[config.mk]
export PLATFORM = sky130hd
export DESIGN_NAME = traffic_phase_scheduler
export DESIGN_NICKNAME = d
export VERILOG_FILES = /design/src/rtl/traffic_phase_scheduler.sv
export SDC_FILE = /design/constraint.sdc
export NUM_CORES = 1
export LEC_CHECK = 0
export CAP_MARGIN = 20
export CORE_ASPECT_RATIO = 0.8
export CORE_MARGIN = 3
export CORE_UTILIZATION = 46
export CTS_BUF_LIST = sky130_fd_sc_hd__clkbuf_8 sky130_fd_sc_hd__clkbuf_16
export DETAILED_ROUTE_END_ITERATION = 7
export PLACE_DENSITY = 0.77
export RECOVER_POWER = 100
export SYNTH_ARGS = -nofsm -noshare
export SYNTH_HDL_FRONTEND = slang
export SYNTH_SLANG_ARGS = --single-unit
[constraint.sdc]
create_clock -name clk -period 2.3 [get_ports clk]
set_input_delay 0.69 -clock clk [delete_from_list [all_inputs] [get_ports clk]]
set_output_delay 0.69 -clock clk [all_outputs]
set_load 0.005 [all_outputs]
[src/rtl/traffic_phase_scheduler.sv]
// Main/county intersection controller with pedestrian phase and emergency preempt.
// Lamp and walk outputs are decoded from the state, dwell timer and captured preempt direction.
module traffic_phase_scheduler #(
    parameter int T_MIN_GREEN  = 8,
    parameter int T_MAX_COUNTY = 20,
    parameter int T_YELLOW     = 3,
    parameter int T_ALLRED     = 2,
    parameter int T_WALK       = 6
) (
    input  logic       clk,
    input  logic       reset,
    input  logic       x,
    input  logic       ped_req,
    input  logic       emg_req,
    input  logic       emg_dir,
    output logic [7:0] main_road,
    output logic [7:0] county_road,
    output logic       ped_walk,
    output logic       ped_ack,
    output logic [2:0] phase
);
    // state | meaning
    // MG    | main green, county red
    // MY    | main yellow, county red
    // AR1   | all red after main
    // CG    | county green, main red
    // CY    | county yellow, main red
    // AR2   | all red after county
    // PW    | all red, pedestrian walk
    // EG    | emergency road green, other red
    typedef enum logic [2:0] {
        MG  = 3'd0,
        MY  = 3'd1,
        AR1 = 3'd2,
        CG  = 3'd3,
        CY  = 3'd4,
        AR2 = 3'd5,
        PW  = 3'd6,
        EG  = 3'd7
    } state_t;

    localparam logic [7:0] LAMP_RED    = 8'h01;
    localparam logic [7:0] LAMP_YELLOW = 8'h02;
    localparam logic [7:0] LAMP_GREEN  = 8'h04;

    localparam logic [7:0] MIN_GREEN_TC  = 8'(T_MIN_GREEN - 1);
    localparam logic [7:0] MAX_COUNTY_TC = 8'(T_MAX_COUNTY - 1);
    localparam logic [7:0] YELLOW_TC     = 8'(T_YELLOW - 1);
    localparam logic [7:0] ALLRED_TC     = 8'(T_ALLRED - 1);
    localparam logic [7:0] WALK_TC       = 8'(T_WALK - 1);

    state_t     state;
    state_t     state_nxt;
    logic [7:0] timer;
    logic       x_pend;
    logic       ped_pend;
    logic       emg_q;
    logic       emg_seen;
    logic       emg_dir_eff;

    // On the first preempt cycle emg_q is not yet loaded, so steer from the live direction.
    assign emg_dir_eff = (emg_req && !emg_seen) ? emg_dir : emg_q;

    always_comb begin
        state_nxt = state;
        case (state)
            MG: begin
                if (emg_req)
                    state_nxt = emg_dir_eff ? MY : EG;
                else if (timer >= MIN_GREEN_TC && (x_pend || ped_pend))
                    state_nxt = MY;
            end
            MY: begin
                if (timer == YELLOW_TC)
                    state_nxt = AR1;
            end
            AR1: begin
                if (timer == ALLRED_TC)
                    state_nxt = emg_req ? EG : (x_pend ? CG : PW);
            end
            CG: begin
                if (emg_req)
                    state_nxt = emg_dir_eff ? EG : CY;
                else if (timer == MAX_COUNTY_TC || (timer >= MIN_GREEN_TC && !x))
                    state_nxt = CY;
            end
            CY: begin
                if (timer == YELLOW_TC)
                    state_nxt = AR2;
            end
            AR2: begin
                if (timer == ALLRED_TC)
                    state_nxt = emg_req ? EG : (ped_pend ? PW : MG);
            end
            PW: begin
                if (emg_req)
                    state_nxt = AR2;
                else if (timer == WALK_TC)
                    state_nxt = MG;
            end
            EG: begin
                if (!emg_req)
                    state_nxt = emg_q ? CY : MY;
            end
            default: state_nxt = MG;
        endcase
    end

    always_ff @(posedge clk or negedge reset) begin
        if (!reset) begin
            state    <= MG;
            timer    <= 8'd0;
            x_pend   <= 1'b0;
            ped_pend <= 1'b0;
            emg_q    <= 1'b0;
            emg_seen <= 1'b0;
        end else begin
            state <= state_nxt;

            if (state_nxt != state)
                timer <= 8'd0;
            else if (timer != 8'hFF)
                timer <= timer + 8'd1;

            if (state_nxt == CG && state != CG)
                x_pend <= 1'b0;
            else if (x && state != CG)
                x_pend <= 1'b1;

            if (state_nxt == PW && state != PW)
                ped_pend <= 1'b0;
            else if (ped_req && state != PW)
                ped_pend <= 1'b1;

            emg_seen <= emg_req;
            if (emg_req && !emg_seen)
                emg_q <= emg_dir;
        end
    end

    always_comb begin
        main_road   = LAMP_RED;
        county_road = LAMP_RED;
        case (state)
            MG:      main_road   = LAMP_GREEN;
            MY:      main_road   = LAMP_YELLOW;
            CG:      county_road = LAMP_GREEN;
            CY:      county_road = LAMP_YELLOW;
            EG: begin
                if (emg_q)
                    county_road = LAMP_GREEN;
                else
                    main_road   = LAMP_GREEN;
            end
            default: begin
                main_road   = LAMP_RED;
                county_road = LAMP_RED;
            end
        endcase
    end

    assign ped_walk = (state == PW);
    assign ped_ack  = (state == PW) && (timer == 8'd0);
    assign phase    = state;

endmodule
* Word level (Yosys, flattened, before mapping)
Index checks and enable logic that the tools add are counted.
W data, S select, Z words.
** Word-level totals
- Bits in latches :: 0
- Memories :: 0
- Input bits :: 6
- Register bits :: 15
- Bits in writable memories :: 0
- Output and inout bits :: 21
- ROM bits :: 0
** Cells by class
- Reduce and logical (&&, ||, !) cells :: 17
- $add $sub $neg :: 1
- Muxes and demuxes :: 30
- Multipliers :: 0
- Order comparisons :: 1
- Divide/modulo/power cells :: 0
- Eq/ne operators :: 17
- Shifts and indexed selects :: 0
- Bitwise logic cells :: 0
** Operators by type and width (number)
- $mux W3 :: 19
- $pmux W3 S8 :: 1
- $pmux W3 S3 :: 2
- $mux W8 :: 2
- $eq A3 B3 Y1 const B :: 5
- $eq A3 B2 Y1 const B :: 3
- $add A8 B1 Y8 const B :: 1
- $eq A8 B1 Y1 const B :: 1
- $eq A8 B2 Y1 const B :: 1
- $eq A8 B3 Y1 const B :: 1
- $eq A8 B5 Y1 const B :: 1
- $ge A8 B3 Y1 const B :: 1
- $logic_and A1 B1 Y1 :: 8
- $logic_not A8 Y1 :: 1
- $ne A8 B8 Y1 const B :: 1
- $reduce_bool A2 Y1 :: 3
- $mux W1 :: 5
- $eq A3 B1 Y1 const B :: 1
- $logic_not A3 Y1 :: 1
- $ne A3 B2 Y1 const B :: 1
- $ne A3 B3 Y1 :: 1
- $ne A3 B3 Y1 const B :: 1
- $logic_not A1 Y1 :: 2
- $logic_or A1 B1 Y1 :: 2
- $mux W2 :: 1

* Depth between registers and ports, before layout
Gate-level depths: netlist of the first run.
- Depth after elaboration :: 9
- Depth in mapped cells :: 8
- Mapped depth without buffers :: 8

* Worst setup path after synthesis of the first run
No wires, ideal clock.
- Path kind :: register -> register
- From :: register timer[1]
- To :: register timer[1]
- Setup time :: 141 ps
- Required time :: 2159 ps
- Stages on the path, launching flop included :: 9
- Data arrival time :: 2029 ps
- Path buffers :: 0
- Slack :: 130 ps
- Cell sequence :: dfrtp_1 > inv_1 > ha_1 > or3b_2 > a211o_1 > a21oi_1 > a311oi_2 > nor4b_4 > nor4_1
** On the way
- Longest elaborated chain between the ends :: 8
- Elaborated cells on any way between the ends :: 25
- Those cells by class :: add/sub (1); order compare (1); eq/ne (6); mux (13); reduce/logical (4)
** RTL lines
- start: declaration :: line 54 : logic [7:0] timer;
- start signal: assignment :: line 123 : timer <= timer + 8'd1;
- $ge A8 B3 Y1 :: line 70, 84
- $logic_and A1 B1 Y1 :: line 84 : else if (timer == MAX_COUNTY_TC || (timer >= MIN_GREEN_TC && !x))
- $logic_or A1 B1 Y1 :: line 84
- $mux W3 :: line 84
- $mux W3 :: line 82 : if (emg_req)
- $pmux W3 S8 :: line 66 : case (state)
- $ne A3 B3 Y1 :: line 120 : if (state_nxt != state)
- $mux W8 or $reduce_bool A2 Y1 (tied branches)
Parallel ways exist; a longest one is shown, timed or not. The select of a mux whose other input is x is not followed.
A chain may end at the register's enable or synchronous reset.

* Final worst setup path of the first run
- From :: register timer[1]
- To :: register ped_pend
** On the way
- Longest elaborated chain between the ends :: 9
- Elaborated cells on any way between the ends :: 23
- Those cells by class :: order compare (1); eq/ne (5); mux (12); reduce/logical (5)
** RTL lines
- $ge A8 B3 Y1 :: line 70, 84
- $logic_and A1 B1 Y1 :: line 84
- $logic_or A1 B1 Y1 :: line 84
- $mux W3 :: line 84
- $mux W3 :: line 82
- $pmux W3 S8 (*) :: line 66
- net state_nxt[0] :: line 53 : state_t state_nxt;
- $eq A3 B3 Y1 (*) :: line 130 : if (state_nxt == PW && state != PW)
- $logic_and A1 B1 Y1 (*) :: line 130
- $mux W1 or $reduce_bool A2 Y1 (tied branches)
- end signal: assignment :: line 114 : ped_pend <= 1'b0;
- end signal: assignment :: line 131 : ped_pend <= 1'b0;
- end signal: assignment :: line 133 : ped_pend <= 1'b1;
- end: declaration :: line 56 : logic ped_pend;
The timed path passes the listed nets; every way through them passes the cells marked *.

==> results.tsv, run 1 <==
metric	value	unit
Slowest-stage cell, CP	dfrtp_1	
status	finished with violations	
Design Area, Final	2281	um^2
Clock Latency Late Sink	0.28	ns
TritonCTS Buffers	3	
sequential fraction of the synthesis area	0.2783	
antenna viol nets, final	0	
first-pass GRT wire length	7548	um
total track usage	0.2888	
# diodes	0	
clk sinks	15	
remaining global-route overflow	0	
FF/Latch Area	376.6	um^2
Startpoint Class	register	
CTS Root Cell	clkbuf_8	
Remaining DRCs	0	
H-tree levels	1	
leakage	0.0009953	uW
Initial DRC Count	278	
Worst Path Max Fanout	4	
Worst-path clk slew	0.08	ns
failing checks	negative setup slack	
hold_buf cts	0	
async set or reset register ratio after synthesis	1.000	
core area	2623	um^2
cells along the critical path	buf_4, buf_4, ha_1, inv_1, nor2_1, o32ai_1, and2_4, buf_4, a21oi_1, o41a_1	
total power	3260	uW
fin. max-slew vios	0	
largest net degree at the start of global routing	16	
filler instances	111	
number of global-route vias before repair	1532	
Synth Flop Type	dfrtp_1	
cell count after synthesis	153	
crit path capture type	register	
Setup Crit Path Kind	reg2reg	
# rows	16	
DR vias/cell	6.612	
via total after detailed routing	1706	
wirelength, routed	6188	um
crit-path max cell delay	0.42	ns
Setup TNS Final	-1.407	ns
die area	3622	um^2
Layout area overhead	69.11	%
CP Data Required Time	2.46	ns
routed length per instance	23.98	um
Unique masters post-synth	53	
Hold Crit Class	reg2reg	
chip height	54.43	um
mean post-synth cell area	8.816	um^2
crit path DAT	2.61	ns
crit share post-route	1.067	
Relative slew margins	0.3446	
FF+latch count, synth	15	
Multi-input gate area	1145	um^2
Hold Fails Final Rpt	0	
Post-synth EDFFs	0	
Tmin final	2.455	ns
hpwl dp	2989	um
Max-cap violations	0	
RSZ-0062 raised after global routing	yes	
final setup vio count	13	
# IOs	27	
Starting Density	0.5143	
Netlist Area Pre-Place	1349	um^2
skew final	0.006129	ns
Final nets	233	
RD Place Congestion	0.9232	
fmax	0.4074	GHz
most frequent CP cell	buf_4	
TritonCTS clock tree	built	
yosys warns	0	
Die X-Extent	66.54	um
Max VDD drop	0.001749	V
actual slew at the worst max-slew pin	0.9830	ns
initial antenna violation count	0	
Placement Cell Area	1707	um^2
Max clock buf depth	2	
drt first pass iters	5	
layout cells sized above 1	0.4910	
Power Density	1429	nW/um^2
Port Buf Inserts	16	
setup ws final	-0.1547	ns
[power breakdown]
part	switching, uW	leakage [uW]	internal (uW)
clock network	132	0.0000217	123
logic	1360	0.000785	1250
registers	75.2	0.000188	325
total	1560	0.000995	1700
[routing by layer]
layer,GRT usage,wire [um]
met5,0,0
met4,0.1419,418
met3,0.07187,633
met2,0.4803,2625
met1,0.3529,2512
[worst paths after layout]
check	cells past startpoint	slack, ns	from	endpoint
setup / recovery	10	-0.15	timer[1]$_DFFE_PN0P_	ped_pend$_DFFE_PN0P_
hold / removal	2	0.60	emg_seen$_DFF_PN0_	emg_q$_DFF_PN0_
setup reg to reg	10	-0.15	timer[1]$_DFFE_PN0P_	ped_pend$_DFFE_PN0P_
hold reg to reg	2	0.60	emg_seen$_DFF_PN0_	emg_q$_DFF_PN0_
max in group asynchronous	2	0.55	reset	phase[2]$_DFF_PN0_
min in group asynchronous	2	1.08	reset	timer[4]$_DFFE_PN0P_
[cells in the mapped netlist (all sizes together) (2+ instances only)]
master | instances | share of area
a31oi | 2 | 0.0093
xor2 | 3 | 0.019
nor4 | 9 | 0.053
nand3b | 3 | 0.017
o21ai | 6 | 0.031
nand3 | 5 | 0.019
buf | 16 | 0.090
inv | 9 | 0.025
nor2 | 17 | 0.049
a211oi | 2 | 0.019
a21oi | 11 | 0.041
o311ai | 2 | 0.019
nor2b | 3 | 0.014
nand2 | 8 | 0.022
dfrtp | 15 | 0.28
and2 | 3 | 0.014
o32ai | 2 | 0.013
and4 | 4 | 0.029
nor3 | 2 | 0.0074
ha | 4 | 0.037
mux2 | 2 | 0.017
or4 | 2 | 0.014
nand4 | 2 | 0.0093
mux2i | 2 | 0.015
[layout by cell type (no fill, tap or decap), types with 3 or more instances in the layout]
cell type and n:
buf_4 42, dfrtp_1 14, nor2_1 12, conb_1 10, buf_6 10, a21oi_1 8
inv_1 7, nand2_1 7, nor4_4 7, clkdlybuf4s50_1 6, o21ai_0 5, nor2_4 5
nand3_1 5, dlymetal6s2s_1 4, nand3b_1 3, xor2_1 3, ha_1 3, clkbuf_8 3
dlygate4sd2_1 3
[registers in the layout, indices dropped and copies added, names as in the netlist]
signal    flops
timer         8
phase         3
emg_q         1
emg_seen      1
ped_pend      1
x_pend        1
[metrics by stage]
stage	hold WS [ns]	instances	worst slack [ns]	util
final	0.5971	258	-0.1547	0.8698
after floorplan	0.3944	162	0.1298	-
after global routing	0.6459	258	-0.2229	0.8698
after global placement	0.5300	230	-0.3955	0.6508
after detailed placement	0.5421	230	-0.4353	0.6508
after CTS	0.5759	241	-0.04983	0.7567
[critical path, delay by kind of cell (launching register included)]
family                     cells  cell delay [ns]
and+or+nand+nor                2             0.32
AOI/OAI and AO/OA              3             0.81
buffers and inverters          4             0.56
DFF                            1             0.42
adders and majority gates      1             0.23
[cell families after synthesis]
group	after synthesis	share of synthesized area
other cells	1	0.002780
mux	4	0.03154
simple gates	65	0.2996
buf+inv	25	0.1150
fa+ha+maj	4	0.03711
compound gates	35	0.2096
xor+xnor	4	0.02598
flops	15	0.2783
[what timing repair did]
item,in CTS,in global routing
pin swaps,11,22
resized for setup,41,37
setup buffers,8,18
setup endpoints to repair,18,16
[final cells by class]
class / instances / share of cell area
clock inverter: 1 / 0.003291
clock buffer: 3 / 0.01810
tap: 36 / 0.01975
multi-input combinational: 122 / 0.5019
timing repair buffer: 72 / 0.2770
sequential: 15 / 0.1651
inverter: 9 / 0.01481
(Power assumes the default switching activity.)
==> inputs of run 2 (changes only) <==
--- a/config.mk
+++ b/config.mk
@@ -16,3 +16,4 @@
 export SYNTH_ARGS = -nofsm -noshare
 export SYNTH_HDL_FRONTEND = slang
 export SYNTH_SLANG_ARGS = --single-unit
+export TNS_END_PERCENT = 30
==> results.tsv, run 2 (synthesized netlist as in run 1, its figures left out) <==
metric	value	unit
Biggest register	timer	
status	finished with violations	
first-pass GRT wire length	7500	um
remaining global-route overflow	0	
FF/Latch Area	376.6	um^2
via total after detailed routing	1581	
layout cells sized above 1	0.4541	
die area	3622	um^2
TritonCTS clock tree	built	
H-tree levels	1	
Worst Path Max Fanout	7	
fmax	0.4061	GHz
largest net degree at the start of global routing	16	
Setup Crit Path Kind	reg2reg	
routed length per instance	23.60	um
Die X-Extent	66.54	um
TritonCTS Buffers	3	
Initial DRC Count	199	
wirelength, routed	5735	um
core area	2623	um^2
Clock Latency Late Sink	0.27	ns
hpwl dp	2989	um
Non-Filler Instances	243	
antenna viol nets, final	0	
Final nets	218	
# diodes	0	
total track usage	0.2849	
RSZ-0062 raised after global routing	yes	
clk sinks	15	
final core utilization	0.7982	
most common cell after layout, fill and taps aside	buf_4	
Multi-input gate area	1087	um^2
CTS Root Cell	clkbuf_8	
crit path DAT	2.61	ns
CP top delay family	simple AND/OR/NAND/NOR gates	
Hold Fails Final Rpt	0	
most frequent cells in the layout	buf_4 (30), dfrtp_1 (14), nor2_1 (12)	
initial antenna violation count	0	
crit-path max cell delay	0.40	ns
Startpoint Class	register	
Tmin final	2.463	ns
failing checks	negative setup slack	
final setup vio count	13	
Relative slew margins	0.3645	
Max-cap violations	0	
chip height	54.43	um
DR vias/cell	6.506	
CP Data Required Time	2.45	ns
# IOs	27	
Buf+Inv Stages, Crit Path	4	
setup ws final	-0.1627	ns
skew final	0.004349	ns
drt first pass iters	5	
Max clock buf depth	2	
number of global-route vias before repair	1495	
Layout area overhead	55.19	%
Starting Density	0.5143	
Power Density	1332	nW/um^2
Slowest-stage cell, CP	xor2_1	
Remaining DRCs	0	
placed cell count	230	
most frequent CP cell	buf_4	
crit path capture type	register	
cells along the critical path	buf_4, buf_4, ha_1, inv_2, nor2_1, buf_4, nand3_1, nand4_1, xor2_1, nor4_4	
fin. max-slew vios	0	
# rows	16	
RD Place Congestion	0.9232	
crit share post-route	1.071	
Port Buf Inserts	16	
leakage	0.0008791	uW
filler instances	155	
worst hold slack	0.5841	ns
Max VDD drop	0.001042	V
Hold Crit Class	reg2reg	
Worst-path clk slew	0.08	ns
actual slew at the worst max-slew pin	0.9533	ns
Largest register FFs	8	
-- run 2: changes by cell type in the layout (fill, tap and decap cells not counted), sizes merged --
cell	delta
clkdlybuf4s50	+2
dlymetal6s2s	-2
buf	-15
-- run 2: layout make-up --
type,count,share of cell area
Clock buffer,3,0.01973
Clock inverter,1,0.003586
Inverter,9,0.01614
Multi-Input combinational cell,122,0.5194
Sequential cell,15,0.1799
Tap cell,36,0.02152
Timing Repair Buffer,57,0.2397
-- run 2: power by group --
| group | internal [uW] | switching, uW |
|---|---|---|
| clock | 123 | 127 |
| sequential | 325 | 79.1 |
| combinational | 995 | 1140 |
| total | 1440 | 1350 |
-- run 2: through the flow --
| step | area (um^2) | power (uW) | setup TNS, ns | setup slack [ns] |
|---|---|---|---|---|
| 6_report | 2093 | 2789 | -1.155 | -0.1627 |
| 5_1_grt | 2093 | 2904 | -1.814 | -0.2477 |
| 4_1_cts | 1931 | 2319 | -0.3192 | -0.04983 |
| 3_5_place_dp | 1707 | 1765 | -4.666 | -0.4353 |
| 3_3_place_gp | 1707 | 1727 | -4.009 | -0.3955 |
| 2_1_floorplan | 1383 | 1182 | 0 | 0.1298 |
-- run 2: layer usage --
metal	global-route usage	wire (um)	share of wire	vias up
met3	0.07392	656	0.11	31
met5	0	0	0	-
met1	0.3603	2208	0.39	763
li1	-	-	-	652
met2	0.4523	2569	0.45	135
met4	0.1453	300	0.052	0
-- run 2: worst reg2reg max path, delay by kind of cell, from the launching register on --
family | cells | cell delay [ns]
AND/OR/NAND/NOR | 4 | 0.82
buffers and inverters | 4 | 0.49
XOR/XNOR | 1 | 0.40
flip-flops | 1 | 0.38
adder cells (fa/ha/maj) | 1 | 0.25
-- run 2: repair_timing --
action / in CTS / in global routing
hold buffers: 0 / 0
gates resized for setup: 35 / 31
pin swaps: 11 / 14
buffers inserted: 7 / 4
setup endpoints to repair: 18 / 16
-- run 2: path summary, 6_finish.rpt --
kind | depth (start not counted) | to | start | slack (ns)
worst max-delay path | 10 | timer[5]$_DFFE_PN0P_ | timer[1]$_DFFE_PN0P_ | -0.16
worst min-delay path | 2 | emg_q$_DFF_PN0_ | emg_seen$_DFF_PN0_ | 0.58
worst max register to register | 10 | timer[5]$_DFFE_PN0P_ | timer[1]$_DFFE_PN0P_ | -0.16
worst min register to register | 2 | emg_q$_DFF_PN0_ | emg_seen$_DFF_PN0_ | 0.58
max in group asynchronous | 2 | phase[2]$_DFF_PN0_ | reset | 0.58
min in group asynchronous | 2 | timer[6]$_DFFE_PN0P_ | reset | 1.07
==> inputs of run 3 (changes only) <==
--- a/config.mk
+++ b/config.mk
@@ -8,10 +8,10 @@
 export CAP_MARGIN = 20
 export CORE_ASPECT_RATIO = 0.8
 export CORE_MARGIN = 3
-export CORE_UTILIZATION = 46
+export CORE_UTILIZATION = 51
 export CTS_BUF_LIST = sky130_fd_sc_hd__clkbuf_8 sky130_fd_sc_hd__clkbuf_16
 export DETAILED_ROUTE_END_ITERATION = 7
-export PLACE_DENSITY = 0.77
+export PLACE_DENSITY = 0.81
 export RECOVER_POWER = 100
 export SYNTH_ARGS = -nofsm -noshare
 export SYNTH_HDL_FRONTEND = slang
==> constraint.sdc (replaced) <==
create_clock -name clk -period 2.6 [get_ports clk]
set_input_delay 0.78 -clock clk [delete_from_list [all_inputs] [get_ports clk]]
set_output_delay 0.78 -clock clk [all_outputs]
set_load 0.005 [all_outputs]
==> results.tsv, run 3 (synthesized netlist as in run 1, its figures left out) <==
metric	value	unit
Die X-Extent	63.50	um
Reg2Reg Setup Slack	0.07	ns
RD Place Congestion	1.050	
CP Data Required Time	1.82	ns
routed length per instance	16.96	um
reg2reg end	timer[0]$_DFFE_PN0P_	
crit-path max cell delay	0.49	ns
Setup TNS Final	-0.002335	ns
skew final	0.005091	ns
Reg2Reg Depth	7	
drt first pass iters	4	
Biggest register	timer	
fin. max-slew vios	0	
antenna viol nets, final	0	
remaining global-route overflow	0	
chip height	52.00	um
first-pass GRT wire length	6354	um
cells along the critical path	or2_2, nor2_2, a21o_1, clkdlybuf4s50_1	
Worst Path Max Fanout	8	
Startpoint Class	register	
Clock Latency Late Sink	0.26	ns
worst r2r src	timer[1]$_DFFE_PN0P_	
Port Buf Inserts	16	
most common cell after layout, fill and taps aside	buf_4	
Max-cap violations	0	
wirelength, routed	3800	um
core area	2482	um^2
via total after detailed routing	1372	
setup ws final	-0.002335	ns
Slowest-stage cell, CP	clkdlybuf4s50_1	
fmax	0.3843	GHz
Layout area overhead	23.75	%
DR vias/cell	6.125	
die area	3301	um^2
layout cells sized above 1	0.2181	
hpwl dp	2848	um
TritonCTS clock tree	built	
CTS Root Cell	clkbuf_8	
H-tree levels	1	
# IOs	27	
leakage	0.0007045	uW
Relative slew margins	0.5123	
CP top delay family	simple AND/OR/NAND/NOR gates	
# rows	16	
Final nets	199	
crit path DAT	1.82	ns
Initial DRC Count	122	
Buf+Inv Stages, Crit Path	1	
Largest register FFs	8	
actual slew at the worst max-slew pin	0.7292	ns
status	finished with violations	
crit path capture type	output pin	
hold_buf cts	0	
TritonCTS Buffers	3	
crit share post-route	1.001	
# diodes	0	
total track usage	0.2462	
number of global-route vias before repair	1341	
failing checks	negative setup slack	
Remaining DRCs	0	
Power Density	1019	nW/um^2
hold_sp	emg_seen$_DFF_PN0_	
Max clock buf depth	2	
Starting Density	0.5433	
filler instances	224	
Hold Crit Class	reg2reg	
worst-case hold path end point	emg_q$_DFF_PN0_	
Non-Filler Instances	224	
placed cell count	218	
Hold Fails Final Rpt	0	
hold path depth	2	
largest net degree at the start of global routing	17	
most frequent cells in the layout	buf_4 (18), nor2_1 (15), dfrtp_1 (14)	
RSZ-0062 raised after global routing	yes	
Worst-path clk slew	0.07	ns
final setup vio count	1	
Max VDD drop	0.0006717	V
clk sinks	15	
initial antenna violation count	0	
Setup Crit Path Kind	reg2out	
Tmin final	2.602	ns
## run 3: cell count changes in the layout (fill, tap and decap cells not counted), moves of 3 or more
cell,change
a21oi_1,+4
a21oi_2,-4
buf_4,-12
buf_6,-7
clkdlybuf4s50_1,+4
nor2_1,+3
nor4_1,+8
nor4_2,-3
nor4_4,-5
## run 3: layout make-up
| type | instances | area [um^2] | area share |
|---|---|---|---|
| multi-input cells | 122 | 858.3 | 0.5142 |
| flip-flops and latches | 15 | 376.6 | 0.2256 |
| clock inverters | 1 | 7.507 | 0.004498 |
| inverters | 9 | 33.78 | 0.02024 |
| clock buffers | 3 | 41.29 | 0.02474 |
| well taps | 36 | 45.04 | 0.02699 |
| repair buffers | 38 | 306.5 | 0.1837 |
## run 3: metal layers
metal  global-route usage  routed length (um)  vias to the layer above
met5                    0                   0                        -
met2               0.4142                1852                       70
met4              0.08961                  67                        0
met1               0.3084                1511                      673
li1                     -                   -                      621
met3              0.06048                 368                        8
## run 3: tightest hold or removal path: stages (launching register included)
cell and delay, ns:
dfrtp_1 0.38, o21ai_0 0.10, nand2_1 0.08
## run 3: how the worst max path moves through the flow
stage | from | endpoint | slack [ns] | cells past startpoint
after detailed placement | emg_req | timer[6]$_DFFE_PN0P_ | -0.27 | 7
after global placement | emg_req | timer[2]$_DFFE_PN0P_ | -0.18 | 7
after floorplan | timer[1]$_DFFE_PN0P_ | timer[1]$_DFFE_PN0P_ | 0.43 | 8
after CTS | emg_req | timer[0]$_DFFE_PN0P_ | 0.01 | 8
after global routing | phase[1]$_DFF_PN0_ | county_road[1] | -0.06 | 3
final | phase[1]$_DFF_PN0_ | main_road[2] | -0.002 | 4
## run 3: repair_timing
action	CTS	global route
pin swaps	2	1
setup buffers	2	0
endpoints found under the setup margin	3	13
gates resized for setup	5	2
## run 3: power by group
part | internal (uW) | switching (uW)
Combinational | 521 | 624
Sequential | 288 | 68.7
Clock | 108 | 91.3
Total | 917 | 784
## run 3: metrics by stage
step	total power, uW	cell area, um^2	util	hold WS [ns]	worst slack, ns
after floorplan	1045	1383	-	0.4844	0.4298
after global placement	1473	1617	0.6512	0.5444	-0.1812
after detailed placement	1508	1617	0.6512	0.5862	-0.2662
after CTS	1723	1695	0.6830	0.6038	0.01109
after global routing	1800	1669	0.6724	0.6079	-0.05680
final	1701	1669	0.6724	0.5944	-0.002335
